<file path="src/rtl/spiflash_target.sv">
// spiflash_target: mode-0 SPI flash responder (READ/RDID/RDSR); define SPIFLASH_TARGET_FASTREAD_EN to add FAST_READ 0x0B
module spiflash_target #(
  parameter int          AW       = 24,
  parameter logic [23:0] JEDEC_ID = 24'h012018
) (
  input  logic          flash_clock_i,
  input  logic          flash_reset_i,
  input  logic          flash_cs_n,
  input  logic          flash_sck,
  input  logic          flash_mosi,
  output logic          flash_miso,
  output logic          mem_rd,
  output logic [AW-1:0] mem_addr,
  input  logic [7:0]    mem_data,
  output logic          busy
);
  typedef enum logic [2:0] {
    IDLE, CMD, ADDR, DATA, IGNORE
`ifdef SPIFLASH_TARGET_FASTREAD_EN
    , DUMMY
`endif
  } state_t;
  localparam logic [1:0] M_MEM = 2'd0, M_ID = 2'd1, M_SR = 2'd2, M_FAST = 2'd3;
  state_t      state, state_nx;
  logic [1:0]  cs_q, sck_q, mosi_q, mode, mode_nx, id_idx;
  logic        sck_d, rise, fall, live, last, pend, issue_rd, op_mem, op_fast, mem_mode;
  logic [4:0]  cnt;
  logic [22:0] sr;
  logic [23:0] rx;
  logic [7:0]  tx, opcode;
  assign rise     = sck_q[1] & ~sck_d;
  assign fall     = ~sck_q[1] & sck_d;
  assign live     = state != IDLE && state != IGNORE;
  assign last     = rise && live && cnt == (state == ADDR ? 5'd23 : 5'd7);
  assign rx       = {sr, mosi_q[1]};
  assign opcode   = rx[7:0];
  assign mem_mode = mode == M_MEM || mode == M_FAST;
`ifdef SPIFLASH_TARGET_FASTREAD_EN
  assign op_fast  = opcode == 8'h0B;
`else
  assign op_fast  = 1'b0;
`endif
  assign op_mem   = opcode == 8'h03 || op_fast;
  assign mode_nx  = op_fast ? M_FAST : opcode == 8'h9F ? M_ID : opcode == 8'h05 ? M_SR : M_MEM;
  // two-flop synchronizers plus a delayed sck for edge detection
  always_ff @(posedge flash_clock_i or posedge flash_reset_i)
    if (flash_reset_i) begin
      cs_q   <= 2'b11;
      sck_q  <= 2'b00;
      mosi_q <= 2'b00;
      sck_d  <= 1'b0;
    end else begin
      cs_q   <= {cs_q[0], flash_cs_n};
      sck_q  <= {sck_q[0], flash_sck};
      mosi_q <= {mosi_q[0], flash_mosi};
      sck_d  <= sck_q[1];
    end
  // state register
  always_ff @(posedge flash_clock_i or posedge flash_reset_i)
    if (flash_reset_i) state <= IDLE;
    else state <= state_nx;
  // next state: deselect always wins, otherwise advance on the last bit of each phase
  always_comb begin
    state_nx = state;
    if (cs_q[1]) state_nx = IDLE;
    else
      case (state)
        IDLE:  state_nx = CMD;
        CMD:   if (last) state_nx = op_mem ? ADDR : (opcode == 8'h9F || opcode == 8'h05) ? DATA : IGNORE;
`ifdef SPIFLASH_TARGET_FASTREAD_EN
        ADDR:  if (last) state_nx = mode == M_FAST ? DUMMY : DATA;
        DUMMY: if (last) state_nx = DATA;
`else
        ADDR:  if (last) state_nx = DATA;
`endif
        default: ;
      endcase
  end
  // outputs: memory fetch request at the end of the address and of each memory data byte
  always_comb begin
    issue_rd = last && (state == ADDR || (state == DATA && mem_mode));
    busy     = ~cs_q[1];
  end
  // datapath: shift registers, memory port, transmit byte loading and miso drive
  always_ff @(posedge flash_clock_i or posedge flash_reset_i)
    if (flash_reset_i) begin
      cnt        <= 5'd0;
      sr         <= 23'd0;
      tx         <= 8'd0;
      flash_miso <= 1'b0;
      mem_rd     <= 1'b0;
      mem_addr   <= '0;
      pend       <= 1'b0;
      mode       <= M_MEM;
      id_idx     <= 2'd0;
    end else if (cs_q[1]) begin
      cnt        <= 5'd0;
      sr         <= 23'd0;
      tx         <= 8'd0;
      flash_miso <= 1'b0;
      mem_rd     <= 1'b0;
      pend       <= 1'b0;
      id_idx     <= 2'd0;
    end else begin
      mem_rd <= issue_rd;
      pend   <= mem_rd;
      if (rise && live) begin
        sr  <= rx[22:0];
        cnt <= last ? 5'd0 : cnt + 5'd1;
      end
      if (issue_rd && state == ADDR) mem_addr <= rx[AW-1:0];
      if (last && state == CMD) begin
        mode   <= mode_nx;
        id_idx <= 2'd1;
        tx     <= opcode == 8'h9F ? JEDEC_ID[23:16] : 8'h00;
      end
      if (last && state == DATA && mode == M_ID) begin
        tx     <= id_idx == 2'd1 ? JEDEC_ID[15:8] : id_idx == 2'd2 ? JEDEC_ID[7:0] : 8'h00;
        id_idx <= id_idx == 2'd3 ? 2'd3 : id_idx + 2'd1;
      end
      if (pend) begin
        tx       <= mem_data;
        mem_addr <= mem_addr + AW'(1);
      end
      if (fall) begin
        flash_miso <= state == DATA ? tx[7] : 1'b0;
        if (state == DATA) tx <= {tx[6:0], 1'b0};
      end
    end
endmodule

</file>
<file path="config.mk">
export PLATFORM = sky130hd
export DESIGN_NAME = spiflash_target
export DESIGN_NICKNAME = d
export VERILOG_FILES = /design/src/rtl/spiflash_target.sv
export SDC_FILE = /design/constraint.sdc
export NUM_CORES = 1
export LEC_CHECK = 0
export CAP_MARGIN = 5
export CORE_MARGIN = 8
export CORE_UTILIZATION = 40
export CTS_BUF_LIST = sky130_fd_sc_hd__clkbuf_16
export CTS_CLUSTER_DIAMETER = 100
export DETAILED_ROUTE_END_ITERATION = 8
export GPL_TIMING_DRIVEN = 1
export PLACE_DENSITY = 0.62
export SETUP_SLACK_MARGIN = 0.5
export SYNTH_ARGS = -nofsm -noshare
export SYNTH_HDL_FRONTEND = slang
export SYNTH_SLANG_ARGS = --single-unit
</file>
<file path="constraint.sdc">
create_clock -name flash_clock_i -period 4.4 [get_ports flash_clock_i]
set_clock_uncertainty 0.1 [all_clocks]
set_input_delay 0.88 -clock flash_clock_i [delete_from_list [all_inputs] [get_ports flash_clock_i]]
set_output_delay 0.88 -clock flash_clock_i [all_outputs]
set_load 0.005 [all_outputs]
</file>
==> results.rst, run 1 <==
.. list-table::
   :header-rows: 1

   * - Metric
     - Value
   * - Outcome
     - completed
   * - Area of the core
     - 9770 um^2
   * - Routability Congestion
     - 0.810
   * - Final WL
     - 10200 um
   * - Detail-routed via count per cell
     - 5.68
   * - Crit path required time
     - 3420 ps
   * - Global-route usage over all layers
     - 16.2%
   * - Worst hold-check path type
     - reg -> reg
   * - Post-synthesis cell area
     - 4020 um^2
   * - Placed Instance Area
     - 4450 um^2
   * - Height of the die
     - 116 um
   * - Mean area per synthesized cell
     - 9.12 um^2
   * - Critical-path maximum fanout
     - 14
   * - Final Slew Violations
     - 0
   * - Clock tree from TritonCTS
     - done
   * - Leakage power total
     - 0.00187 uW
   * - Proportion of register bits with asynchronous set or reset after synthesis
     - 100%
   * - Flip-flop and latch count after synthesis
     - 77
   * - Clock slew at reported path FFs
     - 50 ps
   * - Antenna diodes
     - 0
   * - Clock net sink count
     - 77
   * - Synthesis-to-finish area growth
     - 17.0%
   * - Relative slew margins
     - 41.6%
   * - Unrepaired setup endpoints after global routing
     - no
   * - Ports placed on the boundary
     - 40
   * - Wire length per cell after detailed routing
     - 16.8 um
   * - Yosys synthesis warning count
     - 0
   * - Total power density per cell area
     - 299 nW/um^2
   * - Vias
     - 3444
   * - Final Worst Setup Slack
     - 1610 ps
   * - Initial antenna violation count
     - 0
   * - Critical path type
     - reg -> out
   * - H-tree depth
     - 3
   * - Source-to-sink clock delay at the later pin of the worst-skew pair
     - 330 ps
   * - Synth Instances
     - 441
   * - FF/Latch Area
     - 1930 um^2
   * - Clock buffer depth
     - 2
   * - Post-synth EDFFs
     - 0
   * - Number of hold-slack violations in the final timing report
     - 0
   * - Setup crit end kind
     - output pin
   * - Fraction of the yosys area taken by sequential cells
     - 48.0%
   * - Dominant cell type by area after synthesis
     - sky130_fd_sc_hd__dfrtp_1
   * - Post-route clock period utilization
     - 63.4%
   * - Post-detailed-route DRC marker count
     - 0
   * - Dpl ws
     - 1860 ps
   * - Actual transition at the worst max-transition pin
     - 875 ps
   * - Fin crit period
     - 2790 ps
   * - Number of global-route vias before repair
     - 3324
   * - Max-capacitance violation count
     - 0
   * - Number of endpoints failing setup at the final stage
     - 0
   * - Signal arrival time at the worst endpoint
     - 1810 ps
   * - Starting DRC count in detailed routing
     - 273
   * - Footprint of the multi-input gates
     - 1890 um^2
   * - Post-route cell area
     - 4700 um^2
   * - Final Power
     - 1400 uW
   * - Share of Yosys cell area claimed by the top area cell type
     - 46.7%
   * - NumNets Final
     - 484
   * - Ranking of synthesized cells by instance count
     - 76 x sky130_fd_sc_hd__nand2_1, 75 x sky130_fd_sc_hd__dfrtp_1, 54 x sky130_fd_sc_hd__a21oi_1
   * - Biggest area contributors in the synthesized netlist
     - sky130_fd_sc_hd__dfrtp_1 47%, sky130_fd_sc_hd__nand2_1 7.1%, sky130_fd_sc_hd__a21oi_1 6.7%, sky130_fd_sc_hd__nor2_1 2.6%, sky130_fd_sc_hd__nand3_1 1.7%
   * - Number of distinct library cell variants in the gate-level netlist after synthesis
     - 58
   * - Largest net degree at the start of global routing
     - 61
   * - Dominant register cell in the synthesized netlist
     - sky130_fd_sc_hd__dfrtp_1
   * - First-pass iteration count of the detailed router
     - 5
   * - Full die area
     - 13500 um^2
   * - Post-CTS resize count
     - 0
   * - Syn Nets
     - 457
   * - Peak Freq
     - 359 MHz
   * - Post-route ant nets
     - 0
   * - Port-buffer cells
     - 39
   * - Smallest hold slack
     - 248 ps
   * - Number of buffers inserted to repair setup after CTS
     - 0
   * - Clock root cell
     - sky130_fd_sc_hd__clkbuf_16
   * - Count leader, synth
     - sky130_fd_sc_hd__nand2_1
   * - Hold buffer count at cts
     - 0
   * - First-pass GRT wire length
     - 17000 um
   * - Post-DP HPWL
     - 7280 um
   * - Starting density of the core
     - 41.1%
   * - Share of cells above drive strength 1
     - 6.34%
   * - Fill cell total of the finished layout
     - 950
   * - Setup_tns
     - 0 ps
   * - Horizontal die dimension
     - 116 um
   * - Startpoint type of the worst setup path
     - flop
   * - Row cnt
     - 36
   * - Peak VDD IR
     - 186 uV
   * - Clock buffer count from CTS
     - 9
   * - Grt total ovfl
     - 0
## cell families (layout without fill, tap and decap cells)
group	Yosys count	after routing	synth area share, %
fa+ha+maj	3	3	0.934
xor+xnor	4	4	0.871
buf+inv	37	69	4.98
mux	5	5	1.28
compound gates	120	120	19.3
simple gates	195	195	24.6
flops	77	77	48.0
## layer usage
layer / up-vias / part of all wire, % / GRT usage (%)
met5: - / 0 / 0
li1: 1644 / - / -
met2: 103 / 46 / 24.8
met1: 1681 / 46 / 21.6
met3: 16 / 5.2 / 2.95
met4: 0 / 2.0 / 7.69
## final timing paths
path	start	to	slack, ps	cells after the start
worst max-delay path	cs_q[1]$_DFF_PP1_	busy	1610	2
worst min-delay path	mosi_q[0]$_DFF_PP0_	mosi_q[1]$_DFF_PP0_	250	0
worst max register to register	state[2]$_DFFE_PP0P_	mem_addr[10]$_DFFE_PP0P_	1860	5
worst min register to register	mosi_q[0]$_DFF_PP0_	mosi_q[1]$_DFF_PP0_	250	0
max in group asynchronous	flash_reset_i	cs_q[0]$_DFF_PP1_	2410	3
min in group asynchronous	flash_reset_i	sr[4]$_DFFE_PP0P_	950	2
## state kept, by name, summed over array words and instances, names as in the netlist
name and count:
mem_addr 24, sr 23, tx 8, cnt 5, state 3, cs_q 2
id_idx 2, mode 2, mosi_q 2, sck_q 2, flash_miso 1, mem_rd 1
pend 1, sck_d 1
## cell usage in the layout, fill, tap and decap left out, types with 5 or more instances in the layout
cell,count
sky130_fd_sc_hd__a21oi_1,54
sky130_fd_sc_hd__a221oi_1,6
sky130_fd_sc_hd__a2bb2oi_1,5
sky130_fd_sc_hd__and3_1,6
sky130_fd_sc_hd__buf_4,6
sky130_fd_sc_hd__clkbuf_16,9
sky130_fd_sc_hd__clkdlybuf4s50_1,39
sky130_fd_sc_hd__dfrtp_1,75
sky130_fd_sc_hd__inv_1,10
sky130_fd_sc_hd__nand2_1,76
sky130_fd_sc_hd__nand2b_1,7
sky130_fd_sc_hd__nand3_1,14
sky130_fd_sc_hd__nand4_1,8
sky130_fd_sc_hd__nor2_1,28
sky130_fd_sc_hd__nor2b_1,9
sky130_fd_sc_hd__nor3_1,13
sky130_fd_sc_hd__nor4_1,5
sky130_fd_sc_hd__o21ai_0,9
sky130_fd_sc_hd__o21ai_1,10
sky130_fd_sc_hd__o22ai_1,8
## through the flow
step / utilization, % / std cells
after global routing: 48.1 / 606
after floorplan: - / 441
after detailed placement: 45.5 / 590
after global placement: 45.5 / 590
final: 48.1 / 606
after CTS: 48.1 / 606
## critical path: stages, from the launching register on
cell and delay (ps):
sky130_fd_sc_hd__dfstp_2 670, sky130_fd_sc_hd__inv_1 270, sky130_fd_sc_hd__clkdlybuf4s50_1 530
## power by group
| part | internal, uW | total (uW) | switching, uW |
|---|---|---|---|
| combinational | 17.2 | 51.7 | 34.5 |
| clock | 367 | 633 | 266 |
| sequential | 714 | 719 | 5.18 |
## final cells by class
class	instances	area share, %
Multi-Input combinational cell	327	40.2
Timing Repair Buffer	45	9.26
Sequential cell	77	41.0
Clock inverter	7	0.559
Clock buffer	9	4.79
Tap cell	133	3.54
Inverter	8	0.638
(Power assumes the default switching activity.)
==> run 2, diff against run 1 <==
Settings changed: PLACE_DENSITY 0.62 to 0.65.
Clock period 4.4 ns to 2.5 ns, I/O delays scaled along.
==> run 2 against run 1 <==
Against the previous run:
- first-iteration DRC count is 7.3% higher
- critical path depth increased by 4
- final cell count rose by 4.3%
- critical endpoint is now cnt[0]$_DFFE_PP0P_
- largest cell class is now multi-input combinational cells
- highest routed layer unchanged
==> results.rst, run 2 (synthesized netlist as in run 1, its figures left out) <==
.. list-table::
   :header-rows: 1

   * - Metric
     - Value
   * - Outcome
     - completed
   * - Number of endpoints failing setup at the final stage
     - 0
   * - Max stage delay on crit path
     - 450 ps
   * - Actual transition at the worst max-transition pin
     - 453 ps
   * - Final Worst Setup Slack
     - 451 ps
   * - Critical path type
     - reg -> reg
   * - First-pass GRT wire length
     - 18000 um
   * - Wire length per cell after detailed routing
     - 18.1 um
   * - Post-route clock period utilization
     - 82.0%
   * - Most common cell after layout, fill and taps aside
     - sky130_fd_sc_hd__nand2_1
   * - Sequential cell fraction of total power
     - 46.8%
   * - Routability Congestion
     - 0.829
   * - R2R setup slack
     - 450 ps
   * - Peak VDD IR
     - 310 uV
   * - Switching power
     - 629 uW
   * - Placed Cells
     - 598
   * - Clock slew at reported path FFs
     - 70 ps
   * - Reg2Reg Capture Point
     - cnt[0]$_DFFE_PP0P_
   * - Setup_tns
     - 0 ps
   * - Unrepaired setup endpoints after global routing
     - yes
   * - Hold path startpoint
     - mosi_q[0]$_DFF_PP0_
   * - Signal arrival time at the worst endpoint
     - 2170 ps
   * - Starting density of the core
     - 41.1%
   * - Final Slew Violations
     - 0
   * - Crit path required time
     - 2620 ps
   * - Row cnt
     - 36
   * - Final Power
     - 2700 uW
   * - Height of the die
     - 116 um
   * - Smallest hold slack
     - 246 ps
   * - Peak Freq
     - 488 MHz
   * - Worst hold-check path type
     - reg -> reg
   * - Max-capacitance violation count
     - 0
   * - Port-buffer cells
     - 39
   * - Relative slew margins
     - 69.7%
   * - Horizontal die dimension
     - 116 um
   * - Clock power share
     - 49.0%
   * - Startpoint type of the worst setup path
     - flop
   * - Largest net degree at the start of global routing
     - 34
   * - Post-DP HPWL
     - 7480 um
   * - Number of global-route vias before repair
     - 3420
   * - First-pass iteration count of the detailed router
     - 5
   * - Global-route usage over all layers
     - 17.1%
   * - Register with the most flip-flops
     - mem_addr
   * - Antenna diodes
     - 0
   * - Final standard cell count with taps included and fillers excluded
     - 632
   * - Min-Delay Path Depth
     - 0
   * - Source-to-sink clock delay at the later pin of the worst-skew pair
     - 340 ps
   * - Leading cell types in the layout, fill and taps excluded
     - 74 x sky130_fd_sc_hd__nand2_1, 66 x sky130_fd_sc_hd__dfrtp_1, 46 x sky130_fd_sc_hd__a21oi_1
   * - Initial antenna violation count
     - 0
   * - Post-detailed-route DRC marker count
     - 0
   * - Total power density per cell area
     - 518 nW/um^2
   * - Clock tree from TritonCTS
     - done
   * - Number of cells on the worst reg-to-reg path
     - 6
   * - Fill cell total of the finished layout
     - 887
   * - Share of cells above drive strength 1
     - 20.8%
   * - Final WL
     - 11500 um
   * - Leakage power total
     - 0.00205 uW
   * - NumNets Final
     - 510
   * - Clock buffer count from CTS
     - 9
   * - Ports placed on the boundary
     - 40
   * - Grt total ovfl
     - 0
   * - Full die area
     - 13500 um^2
   * - Sequence of cells on the critical path
     - buf_6, or3b_4, xnor2_4, nor4_4, or3_1, a21oi_2
   * - Clock buffer depth
     - 2
   * - Sw Ratio
     - 23.3%
   * - Dpl ws
     - 223 ps
   * - H-tree depth
     - 3
   * - Largest registers ranked by flip-flop count
     - mem_addr (24), sr (23), tx (8)
   * - Startpoint of the worst-slack reg-to-reg timing path
     - state[0]$_DFFE_PP0P_
   * - Area of the core
     - 9770 um^2
   * - Starting DRC count in detailed routing
     - 293
   * - Number of hold-slack violations in the final timing report
     - 0
   * - Critical Path Slowest Stage Cell
     - sky130_fd_sc_hd__or3b_4
   * - Cell internal power dissipation
     - 2070 uW
   * - Clock root cell
     - sky130_fd_sc_hd__clkbuf_16
   * - Number of flip-flops in the largest register
     - 24
   * - Synthesis-to-finish area growth
     - 29.8%
   * - Combinational cell fraction of total power
     - 4.3%
   * - Setup crit end kind
     - flop
   * - Vias
     - 3693
   * - Post-route ant nets
     - 0
   * - Fin crit period
     - 2050 ps
   * - Clock net sink count
     - 77
   * - Critical-path maximum fanout
     - 5
   * - End of the worst hold path
     - mosi_q[1]$_DFF_PP0_
   * - Detail-routed via count per cell
     - 5.84
## run 2: cell count changes in the layout (fill, tap and decap cells not counted), moves of 8 or more
| cell | delta |
|---|---|
| sky130_fd_sc_hd__buf_4 | +17 |
| sky130_fd_sc_hd__a21oi_2 | +8 |
| sky130_fd_sc_hd__dfrtp_2 | +9 |
| sky130_fd_sc_hd__dfrtp_1 | -9 |
| sky130_fd_sc_hd__a21oi_1 | -8 |
## run 2: how the worst max path moves through the flow
stage                                  startpoint                       end  slack (ps)  cells after the start
after CTS                       cs_q[1]$_DFF_PP1_  mem_addr[10]$_DFFE_PP0P_         430                      5
final                        state[0]$_DFFE_PP0P_        cnt[0]$_DFFE_PP0P_         450                      6
after global placement          cs_q[1]$_DFF_PP1_  mem_addr[10]$_DFFE_PP0P_         240                      4
after global routing           cnt[4]$_DFFE_PP0P_  mem_addr[18]$_DFFE_PP0P_         380                      5
after floorplan              state[2]$_DFFE_PP0P_  mem_addr[10]$_DFFE_PP0P_         520                      4
after detailed placement  mem_addr[8]$_DFFE_PP0P_  mem_addr[23]$_DFFE_PP0P_         220                      5
## run 2: metal layers
metal / routed length [um] / track usage [%] / up-vias
li1: - / - / 1718
met1: 5070 / 22.5 / 1844
met2: 5640 / 27.1 / 107
met3: 455 / 2.17 / 24
met4: 302 / 8.38 / 0
met5: 0 / 0 / -
## run 2: repair_timing
| item | 4_1_cts | 5_1_grt |
|---|---|---|
| buffers inserted | 9 | 7 |
| endpoints found under the setup margin | 27 | 48 |
| pin swaps | 4 | 17 |
| cloned | 0 | 2 |
| hold buffers | 0 | 0 |
| resized for setup | 18 | 45 |
## run 2: worst max-delay path, delay by kind of cell, from the launching register on
family	cells	cell delay [ps]
simple gates	3	1020
flops	1	440
xor+xnor	1	170
buf+inv	1	140
compound gates	1	60
## run 2: layout make-up
type / instances / area [um^2] / share of cell area (%)
Clock buffer: 9 / 225 / 4.32
Multi-Input combinational cell: 328 / 2090 / 40.0
Sequential cell: 77 / 1940 / 37.3
Clock inverter: 7 / 73.8 / 1.41
Tap cell: 133 / 166 / 3.19
Timing Repair Buffer: 70 / 688 / 13.2
Inverter: 8 / 33.8 / 0.647
## run 2: stage by stage
stage	utilization [%]	instance area, um^2
final	53.4	5220
after global routing	53.4	5220
after CTS	50.7	4950
after detailed placement	46.3	4530
after global placement	46.3	4530
after floorplan	-	4020
## run 2: power groups by stage
| stage | Combinational, uW | Sequential (uW) | Clock (uW) |
|---|---|---|---|
| after CTS | 111 | 1260 | 1340 |
| after floorplan | 56.4 | 1280 | 0 |
| final | 116 | 1260 | 1320 |
| after global placement | 101 | 1290 | 0 |
| after global routing | 128 | 1270 | 1400 |
| after detailed placement | 102 | 1290 | 0 |
